--- config.mk ---
export PLATFORM = sky130hd
export DESIGN_NAME = data_mem_ctrl
export DESIGN_NICKNAME = d
export VERILOG_FILES = /design/src/rtl/dmem_pkg.sv /design/src/rtl/dmem_lane_align.sv /design/src/rtl/data_mem_ctrl.sv
export SDC_FILE = /design/constraint.sdc
export NUM_CORES = 2
export LEC_CHECK = 0
export BUFFER_PORTS_ARGS = -buffer_cell sky130_fd_sc_hd__buf_4
export CAP_MARGIN = 10
export CORE_MARGIN = 4
export CORE_UTILIZATION = 42
export DETAILED_ROUTE_END_ITERATION = 8
export PLACE_DENSITY = 0.59
export RECOVER_POWER = 100
export SLEW_MARGIN = 10
export SYNTH_ARGS = -nofsm -noshare
export SYNTH_HDL_FRONTEND = slang
export SYNTH_HIERARCHICAL = 1
export SYNTH_SLANG_ARGS = --single-unit
--- constraint.sdc ---
create_clock -name clk_i -period 8.8 [get_ports clk_i]
set_clock_uncertainty 0.15 [all_clocks]
set_input_delay 1.32 -clock clk_i [delete_from_list [all_inputs] [get_ports clk_i]]
set_output_delay 1.32 -clock clk_i [all_outputs]
set_load 0.05 [all_outputs]
--- src/rtl/dmem_pkg.sv ---
// Shared definitions for the data-memory controller: RV32I load/store
// size codes, controller state encoding and the funct3 legality check.
package dmem_pkg;

    localparam logic [2:0] F3_B  = 3'd0;
    localparam logic [2:0] F3_H  = 3'd1;
    localparam logic [2:0] F3_W  = 3'd2;
    localparam logic [2:0] F3_BU = 3'd4;
    localparam logic [2:0] F3_HU = 3'd5;

    typedef enum logic [1:0] {
        IDLE = 2'd0,
        BUSY = 2'd1,
        RESP = 2'd2
    } dmem_state_e;

    // Codes 3/6/7 never exist; unsigned widths exist only for loads.
    function automatic logic f3_illegal(input logic we, input logic [2:0] f3);
        case (f3)
            F3_B, F3_H, F3_W: return 1'b0;
            F3_BU, F3_HU:     return we;
            default:          return 1'b1;
        endcase
    endfunction

endpackage

--- src/rtl/dmem_lane_align.sv ---
// Byte-lane steering between the CPU view (lane + size) and the 32-bit
// storage word: byte enables and replicated store data going in, selected
// and extended load data coming out, plus the natural-alignment check.
module dmem_lane_align
    import dmem_pkg::*;
(
    input  logic [1:0]  lane_i,
    input  logic [2:0]  funct3_i,
    input  logic [31:0] rdata_word_i,
    input  logic [31:0] wdata_i,
    output logic [3:0]  be_o,
    output logic [31:0] wdata_o,
    output logic [31:0] rdata_o,
    output logic        align_err_o
);

    logic [31:0] rd_shifted;

    assign rd_shifted = rdata_word_i >> {lane_i, 3'b000};

    // Decode size/sign into enables, store-data placement and load extension
    always_comb begin
        be_o        = 4'b0000;
        wdata_o     = 32'h0;
        rdata_o     = 32'h0;
        align_err_o = 1'b0;
        case (funct3_i)
            F3_B, F3_BU: begin
                be_o    = 4'b0001 << lane_i;
                wdata_o = {4{wdata_i[7:0]}};
                rdata_o = (funct3_i == F3_B) ? {{24{rd_shifted[7]}}, rd_shifted[7:0]}
                                             : {24'h0, rd_shifted[7:0]};
            end
            F3_H, F3_HU: begin
                align_err_o = lane_i[0];
                be_o        = 4'b0011 << lane_i;
                wdata_o     = {2{wdata_i[15:0]}};
                rdata_o     = (funct3_i == F3_H) ? {{16{rd_shifted[15]}}, rd_shifted[15:0]}
                                                 : {16'h0, rd_shifted[15:0]};
            end
            F3_W: begin
                align_err_o = (lane_i != 2'b00);
                be_o        = 4'b1111;
                wdata_o     = wdata_i;
                rdata_o     = rdata_word_i;
            end
            default: ;
        endcase
    end

endmodule

--- src/rtl/data_mem_ctrl.sv ---
// Byte-addressed RV32I data memory with a single-outstanding request/response
// handshake. A request is captured in IDLE, waits WAIT_STATES cycles in BUSY,
// commits on the last BUSY edge and is reported by a one-cycle RESP pulse.
module data_mem_ctrl
    import dmem_pkg::*;
#(
    parameter int DEPTH_WORDS = 64,
    parameter int ADDR_W      = 8,
    parameter int WAIT_STATES = 0
) (
    input  logic              clk_i,
    input  logic              rst_ni,
    input  logic              req_valid_i,
    output logic              req_ready_o,
    input  logic              req_we_i,
    input  logic [2:0]        req_funct3_i,
    input  logic [ADDR_W-1:0] req_addr_i,
    input  logic [31:0]       req_wdata_i,
    output logic              rsp_valid_o,
    output logic [31:0]       rsp_rdata_o,
    output logic              rsp_err_o
);

    localparam int              IDX_W      = (DEPTH_WORDS > 1) ? $clog2(DEPTH_WORDS) : 1;
    localparam logic [3:0]      CNT_INIT   = 4'(WAIT_STATES);
    localparam logic [ADDR_W:0] ADDR_LIMIT = (ADDR_W + 1)'(4 * DEPTH_WORDS);

    dmem_state_e       state_q, state_d;
    logic [3:0]        cnt_q, cnt_d;
    logic              we_q, we_d;
    logic [2:0]        f3_q, f3_d;
    logic [ADDR_W-1:0] addr_q, addr_d;
    logic [31:0]       wdata_q, wdata_d;
    logic [31:0]       rsp_rdata_q, rsp_rdata_d;
    logic              rsp_err_q, rsp_err_d;

    logic [IDX_W-1:0]  word_idx;
    logic [31:0]       rd_word, wr_word, ld_data;
    logic [3:0]        be;
    logic              align_err, range_err, func_err, acc_err;
    logic              do_access, do_write;

    // Out-of-range addresses never reach storage, so only the in-range index bits matter
    assign word_idx  = addr_q[IDX_W+1:2];
    assign range_err = ({1'b0, addr_q} >= ADDR_LIMIT);
    assign func_err  = f3_illegal(we_q, f3_q);
    assign acc_err   = align_err | range_err | func_err;
    assign do_access = (state_q == BUSY) && (cnt_q == 4'd0);
    assign do_write  = rst_ni && do_access && we_q && !acc_err;

    dmem_lane_align u_lane_align (
        .lane_i       (addr_q[1:0]),
        .funct3_i     (f3_q),
        .rdata_word_i (rd_word),
        .wdata_i      (wdata_q),
        .be_o         (be),
        .wdata_o      (wr_word),
        .rdata_o      (ld_data),
        .align_err_o  (align_err)
    );

    // One byte-wide bank per lane so partial stores need no read-modify-write
    for (genvar gi = 0; gi < 4; gi++) begin : gen_bank
        logic [7:0] bank_q [DEPTH_WORDS];

        // Commit the enabled byte of a legal store on the final BUSY edge
        always_ff @(posedge clk_i) begin
            if (do_write && be[gi]) begin
                bank_q[word_idx] <= wr_word[gi*8 +: 8];
            end
        end

        assign rd_word[gi*8 +: 8] = bank_q[word_idx];
    end

    // State register
    always_ff @(posedge clk_i) begin
        if (!rst_ni) begin
            state_q <= IDLE;
        end else begin
            state_q <= state_d;
        end
    end

    // Next-state logic: accept, count down wait states, pulse the response
    always_comb begin
        state_d = state_q;
        case (state_q)
            IDLE:    if (req_valid_i) state_d = BUSY;
            BUSY:    if (cnt_q == 4'd0) state_d = RESP;
            RESP:    state_d = IDLE;
            default: state_d = IDLE;
        endcase
    end

    // Handshake outputs decoded from state
    always_comb begin
        req_ready_o = 1'b0;
        rsp_valid_o = 1'b0;
        case (state_q)
            IDLE:    req_ready_o = 1'b1;
            RESP:    rsp_valid_o = 1'b1;
            default: ;
        endcase
    end

    // Request capture, wait counter and response formation
    always_comb begin
        cnt_d       = cnt_q;
        we_d        = we_q;
        f3_d        = f3_q;
        addr_d      = addr_q;
        wdata_d     = wdata_q;
        rsp_rdata_d = rsp_rdata_q;
        rsp_err_d   = rsp_err_q;
        case (state_q)
            IDLE: begin
                if (req_valid_i) begin
                    we_d    = req_we_i;
                    f3_d    = req_funct3_i;
                    addr_d  = req_addr_i;
                    wdata_d = req_wdata_i;
                    cnt_d   = CNT_INIT;
                end
            end
            BUSY: begin
                if (cnt_q != 4'd0) begin
                    cnt_d = cnt_q - 4'd1;
                end else begin
                    rsp_err_d   = acc_err;
                    rsp_rdata_d = (acc_err || we_q) ? 32'h0 : ld_data;
                end
            end
            default: ;
        endcase
    end

    // Datapath registers; response fields hold until the next response
    always_ff @(posedge clk_i) begin
        if (!rst_ni) begin
            cnt_q       <= 4'd0;
            we_q        <= 1'b0;
            f3_q        <= 3'd0;
            addr_q      <= '0;
            wdata_q     <= 32'h0;
            rsp_rdata_q <= 32'h0;
            rsp_err_q   <= 1'b0;
        end else begin
            cnt_q       <= cnt_d;
            we_q        <= we_d;
            f3_q        <= f3_d;
            addr_q      <= addr_d;
            wdata_q     <= wdata_d;
            rsp_rdata_q <= rsp_rdata_d;
            rsp_err_q   <= rsp_err_d;
        end
    end

    assign rsp_rdata_o = rsp_rdata_q;
    assign rsp_err_o   = rsp_err_q;

endmodule

== After elaboration in Yosys (flattened, before gate mapping) ==
Memory sizes are Yosys's and may differ from the RTL's. A register that Yosys moved wholly into a read port is not among the register bits.
Index checks and enable logic that the tools add are counted.

* Logic and storage cells: 83
* RAM bits: 2048
* Register bits after elaboration: 83
* Memories: 4
* Bits of input ports: 47
* Output and inout port bits: 35

{| class="wikitable"
|+ Memory list
! name !! depth !! width !! rd ports !! clocked after Yosys merged registers in !! wr ports !! line !! text
|-
| gen_bank[0].bank_q || 64 || 8 || 1 || 1 || 1 || data_mem_ctrl.sv:64 || <nowiki>logic [7:0] bank_q [DEPTH_WORDS];</nowiki>
|-
| gen_bank[1].bank_q || 64 || 8 || 1 || 1 || 1 || data_mem_ctrl.sv:64 ||
|-
| gen_bank[2].bank_q || 64 || 8 || 1 || 1 || 1 || data_mem_ctrl.sv:64 ||
|-
| gen_bank[3].bank_q || 64 || 8 || 1 || 1 || 1 || data_mem_ctrl.sv:64 ||
|}

* Mux-type cells: 32
* Bitwise gates (word level): 2
* Add/subtract/negate cells: 1
* Shifts and indexed selects: 3
* Reductions and logical operators: 24
* Equality and inequality tests: 9

{| class="wikitable"
|+ Operators by type and width
! operator !! count
|-
| one-hot mux 32 bit (3 select lines) || 2
|-
| two-way mux 32 bit || 3
|-
| two-way mux 6 bit || 8
|-
| >> shifter 32 x 5 -> 16 bit || 1
|-
| one-hot mux 4 bit (3 select lines) || 1
|-
| two-way mux 1 bit || 10
|-
| logical AND 1 bit || 8
|-
| two-way mux 4 bit || 2
|-
| one-hot mux 4 bit (2 select lines) || 1
|-
| equality test 3 bit (second input constant) || 2
|-
| AND reduction 2 bit || 3
|-
| OR reduction 2 bit || 3
|-
| logical NOT 4 bit || 1
|-
| two-way mux 2 bit || 2
|-
| != test 2 x 1 -> 1 bit (second input constant) || 2
|-
| one-hot mux 1 bit (2 select lines) || 2
|-
| one-hot mux 2 bit (2 select lines) || 1
|-
| nonzero test 2 bit || 2
|-
| nonzero test 4 bit || 1
|-
| left shift 1 x 2 -> 4 bit (first input constant) || 1
|-
| left shift 2 x 2 -> 4 bit (first input constant) || 1
|-
| subtractor 4 x 1 -> 4 bit (second input constant) || 1
|-
| equality test 3 x 1 -> 1 bit (second input constant) || 1
|-
| equality test 3 x 2 -> 1 bit (second input constant) || 1
|-
| other kinds (11) || 11
|}

== Logic depth before layout (Yosys ltp) ==
* Word-level depth: 9
* Depth in mapped cells: 16
* Mapped depth without buffers: 11

== Hierarchy ==
The synthesis kept the hierarchy.

{| class="wikitable"
|+ Modules (own cells, without submodules)
! module !! cells each !! sequential area each (sq um) !! area an instance (sq um) !! times used
|-
| data_mem_ctrl || 3870 || 63280.7 || 82417.8 || 1
|-
| dmem_lane_align || 165 || 0.0 || 1173.6 || 1
|}

== Least setup slack after synthesis ==
Ideal clock, no wire load.

* Path type: flip-flop to flip-flop
* From: register f3_q[1]
* To: memory gen_bank[2].bank_q[0][0], data pin
* Buffers on the path: 2
* Data arrival time: 3.341 ns
* Setup time: 0.702 ns
* Clock period less this slack: 4.193 ns
* Stages on the path, launching flop included: 4
* Setup slack: 4.607 ns
* Required time: 7.948 ns
* Cell sequence: dfxtp_1 -> clkbuf_1 -> clkbuf_1 -> o21ai_0

* Word-level cells in the longest chain between the ends: 3
* Elaborated cells between the ends (all ways): 8
* Those cells by class: eq/ne (4); mux (1); reduce/logical (3)

{| class="wikitable"
|+ RTL lines
! item !! line !! text
|-
| from (decl) || data_mem_ctrl.sv:31 || <nowiki>logic [2:0] f3_q, f3_d;</nowiki>
|-
| from (signal assigned) || data_mem_ctrl.sv:143 || <nowiki>f3_q <= 3'd0;</nowiki>
|-
| from (signal assigned) || data_mem_ctrl.sv:151 || <nowiki>f3_q <= f3_d;</nowiki>
|-
| equality test 3 bit (tied with other cells) || dmem_lane_align.sv:27 || <nowiki>case (funct3_i)</nowiki>
|-
| OR reduction 2 bit || dmem_lane_align.sv:27 ||
|-
| one-hot mux 32 bit (3 select lines) * || dmem_lane_align.sv:27 ||
|-
| via wr_word[16] || data_mem_ctrl.sv:38 || <nowiki>logic [31:0] rd_word, wr_word, ld_data;</nowiki>
|-
| to (decl) || data_mem_ctrl.sv:64 ||
|}

The timed path passes the listed nets; every way through them passes the cells marked *.

== Final worst setup path ==
* From: register f3_q[0]
* To: memory gen_bank[1].bank_q[58][3], enable pin

* Word-level cells in the longest chain between the ends: 9
* Elaborated cells between the ends (all ways): 18
* Those cells by class: eq/ne (4); mux (5); bitwise (1); reduce/logical (8)

{| class="wikitable"
|+ RTL lines
! item !! line !! text
|-
| equality test 3 bit or equality test 3 x 1 -> 1 bit (tied branches) || dmem_lane_align.sv:27 ||
|-
| OR reduction 2 bit || dmem_lane_align.sv:27 ||
|-
| one-hot mux 1 bit (2 select lines) * || dmem_lane_align.sv:27 ||
|-
| via align_err || data_mem_ctrl.sv:40 || <nowiki>logic align_err, range_err, func_err, acc_err;</nowiki>
|-
| bitwise OR 1 bit * || data_mem_ctrl.sv:47 || <nowiki>assign acc_err = align_err | range_err | func_err;</nowiki>
|-
| logical NOT 1 bit * || data_mem_ctrl.sv:49 || <nowiki>assign do_write = rst_ni && do_access && we_q && !acc_err;</nowiki>
|-
| logical AND 1 bit * || data_mem_ctrl.sv:49 ||
|-
| logical AND 1 bit * || data_mem_ctrl.sv:68 || <nowiki>if (do_write && be[gi]) begin</nowiki>
|-
| two-way mux 1 bit * || data_mem_ctrl.sv:68 ||
|-
| two-way mux 1 bit (not written as such) * || data_mem_ctrl.sv:69 || <nowiki>bank_q[word_idx] <= wr_word[gi*8 +: 8];</nowiki>
|-
| to (decl) || data_mem_ctrl.sv:64 ||
|}

Marks and branches as above.

==> results_dict.tcl <==
set metrics [dict create \
    status "finished, violations left" \
    violations "capacitance limit, slew limit" \
    antenna_found_initial 11 \
    synth_cells 4035 \
    grt_remaining_overflow 0 \
    start_util 0.4230 \
    worst_slack_ns 2.043 \
    cts_tree "done" \
    netlist_area_um2 83590 \
    finalSetupViolCount 0 \
    core-area_um2 197600 \
    multi_input_area_um2 19070 \
    io_pins 82 \
    n_fill_cell 16202 \
    chipWidth_um 454.1 \
    nNetsFinal 4214 \
    layout-drive-gt1-share 0.2397 \
    period_needed_ns 6.757 \
    ir_drop_v 0.0002140 \
    post_cts_buffers 0 \
    grt_pass1_vias 41016 \
    design_area_um2 93640 \
    ys_seq_area_frac 0.7570 \
    hold_buffers 0 \
    whs_ns 0.3094 \
    slew_viol_final 2387 \
    worstPathArrival_ns 6.93 \
    hp-class "reg2reg" \
    dr.first_iter.drc_count 5154 \
    synth.area.top_cells "edfxtp_1 (74%), mux4_2 (16%), dfxtp_1 (2.1%), nor2_1 (1.5%), mux2i_1 (1.3%)" \
    synth_async_sr_flop_share 0 \
    place_hpwl_um 138700 \
    p_leak_nw 28.25 \
    clock_path_buffers 3 \
    fmax_mhz 148.0 \
    clk_latency_ns 0.86 \
    setup_tns_ns 0 \
    yosysWarnings 6 \
    ys_ff_latch 2137 \
    area_growth_pct 12.02 \
    path_clk_slew_ns 0.06 \
    ant_nets 0 \
    place.gp.congestion 0.8718 \
    cts_sinks 2137 \
    path_class "reg2reg" \
    required_ns 8.98 \
    vias_per_cell 5.875 \
    die_h_um 454.1 \
    dieArea_um2 206200 \
    synth_top_area_frac 0.7357 \
    place_area_um2 87190 \
    fin_crit_sh 0.7678 \
    htreeDepth 4 \
    portBuffers 81 \
    cap_violations 38 \
    drt-pass1-iter-count 6 \
    vias 41022 \
    synth_common_cells "edfxtp_1 (2048), mux4_2 (579), nor2_1 (324), nand2_1 (220), clkbuf_1 (122)" \
    rsz0062_at_grt "false" \
    worstMarginPinSlew_ns 3.541 \
    row_count 163 \
    grt_usage 0.2183 \
    maxSlewHeadroom -1.361 \
    critPathLaunchType "register" \
    power_density_nw_per_um2 231.8 \
    wire_per_inst_um 32.22 \
    drt_wl_total_um 225000 \
    synth_cell_types 49 \
    synthMostInstantiatedCell "edfxtp_1" \
    post-route-drc-count 0 \
    synth-edff-count 2048 \
    synth_flop_cell "edfxtp_1" \
    syn_nets 4083 \
    postSynthAreaPerCell_um2 20.72 \
    post-place-ws_ns 3.718 \
    finalHoldViolations 0 \
    cts_buffers 208 \
    grt_pass1_wl_um 317100 \
    cts.root.buffer_cell "clkbuf_16" \
    synth.largest_area_cell "edfxtp_1" \
    critPathMaxFanout 64 \
    cp-end-kind "register" \
    total_power_w 0.02171 \
    grt_max_degree 99 \
    regArea_um2 63300 \
    ctsResizeCount 0 \
]
-- layout by cell type, fill, tap and decap left out, drive strengths merged, types with 19 or more instances in the layout --
master,netlist,final
o211ai,19,19
a21oi,54,54
bufinv,0,22
a22oi,86,86
nand3,20,20
dfxtp,89,89
a21o,32,32
mux2,28,28
a221oi,19,19
nand2,220,220
mux4,579,579
mux2i,106,106
clkinv,0,93
edfxtp,2048,2048
inv,33,39
nor3,23,23
clkbuf,122,326
nor2,324,324
buf,123,97
-- power by group --
group | switching (W) | internal [W] | total [W] | leakage, nW
clock network | 0.00385 | 0.00502 | 0.00887 | 3.27
registers | 0.0000809 | 0.0113 | 0.0114 | 19.4
logic | 0.000941 | 0.000521 | 0.00146 | 5.55
-- cells by family after synthesis --
group,synth area share
AOI/OAI and AO/OA,0.02250
adders and majority gates,0.0001497
xor gates and xnor gates,0.0002096
muxes,0.1725
DFF,0.7570
and+or+nand+nor,0.03155
buffers and inverters,0.01611
-- final timing paths --
check               from                        end  slack (ns)  depth (start not counted)
min reg2reg  wdata_q[31]                wdata_q[31]        0.31                          2
min          wdata_q[31]                wdata_q[31]        0.31                          2
max              f3_q[0]  gen_bank[1].bank_q[58][3]        2.04                          8
max reg2reg      f3_q[0]  gen_bank[1].bank_q[58][3]        2.04                          8
-- worst max-delay path, stage by stage, from the launching register on --
cell	delay, ns
dfxtp_1	0.91
inv_1	0.25
nor2_1	0.62
a32o_1	0.23
o21ba_1	0.19
and4_1	0.32
nand2_1	0.17
clkbuf_1	2.20
nor2_1	1.03
-- metrics by stage --
stage	cells	utilization
after floorplan	4035	-
after global placement	6595	0.4412
after detailed placement	6595	0.4412
after CTS	6977	0.4753
after global routing	6978	0.4738
final	6983	0.4738
-- final cells by class --
| type | count | share of cell area |
|---|---|---|
| Sequential cell | 2137 | 0.6760 |
| Multi-Input combinational cell | 1620 | 0.2037 |
| Clock buffer | 257 | 0.05778 |
| Tap cell | 2640 | 0.03527 |
| Clock inverter | 125 | 0.01410 |
| Timing Repair Buffer | 166 | 0.01178 |
| Inverter | 33 | 0.001323 |
| Antenna cell | 5 | 0.0001336 |
-- per-layer routing --
metal	part of all wire	track usage	up-vias
met1	0.39	0.2909	22010
met2	0.48	0.3430	1714
met3	0.078	0.05320	412
li1	-	-	16874
met5	0.00034	0	-
met4	0.049	0.09757	12
-- registers in the layout, summed over array words and instances, names as in the netlist, named ones only --
register and count:
f3_q 3, cnt_q 4, addr_q 8, wdata_q 32
gen_bank.bank_q 2048, rsp_rdata_o 32, rsp_err_o 1, state_q 2
we_q 1
Power figures use the tool's default switching activity.
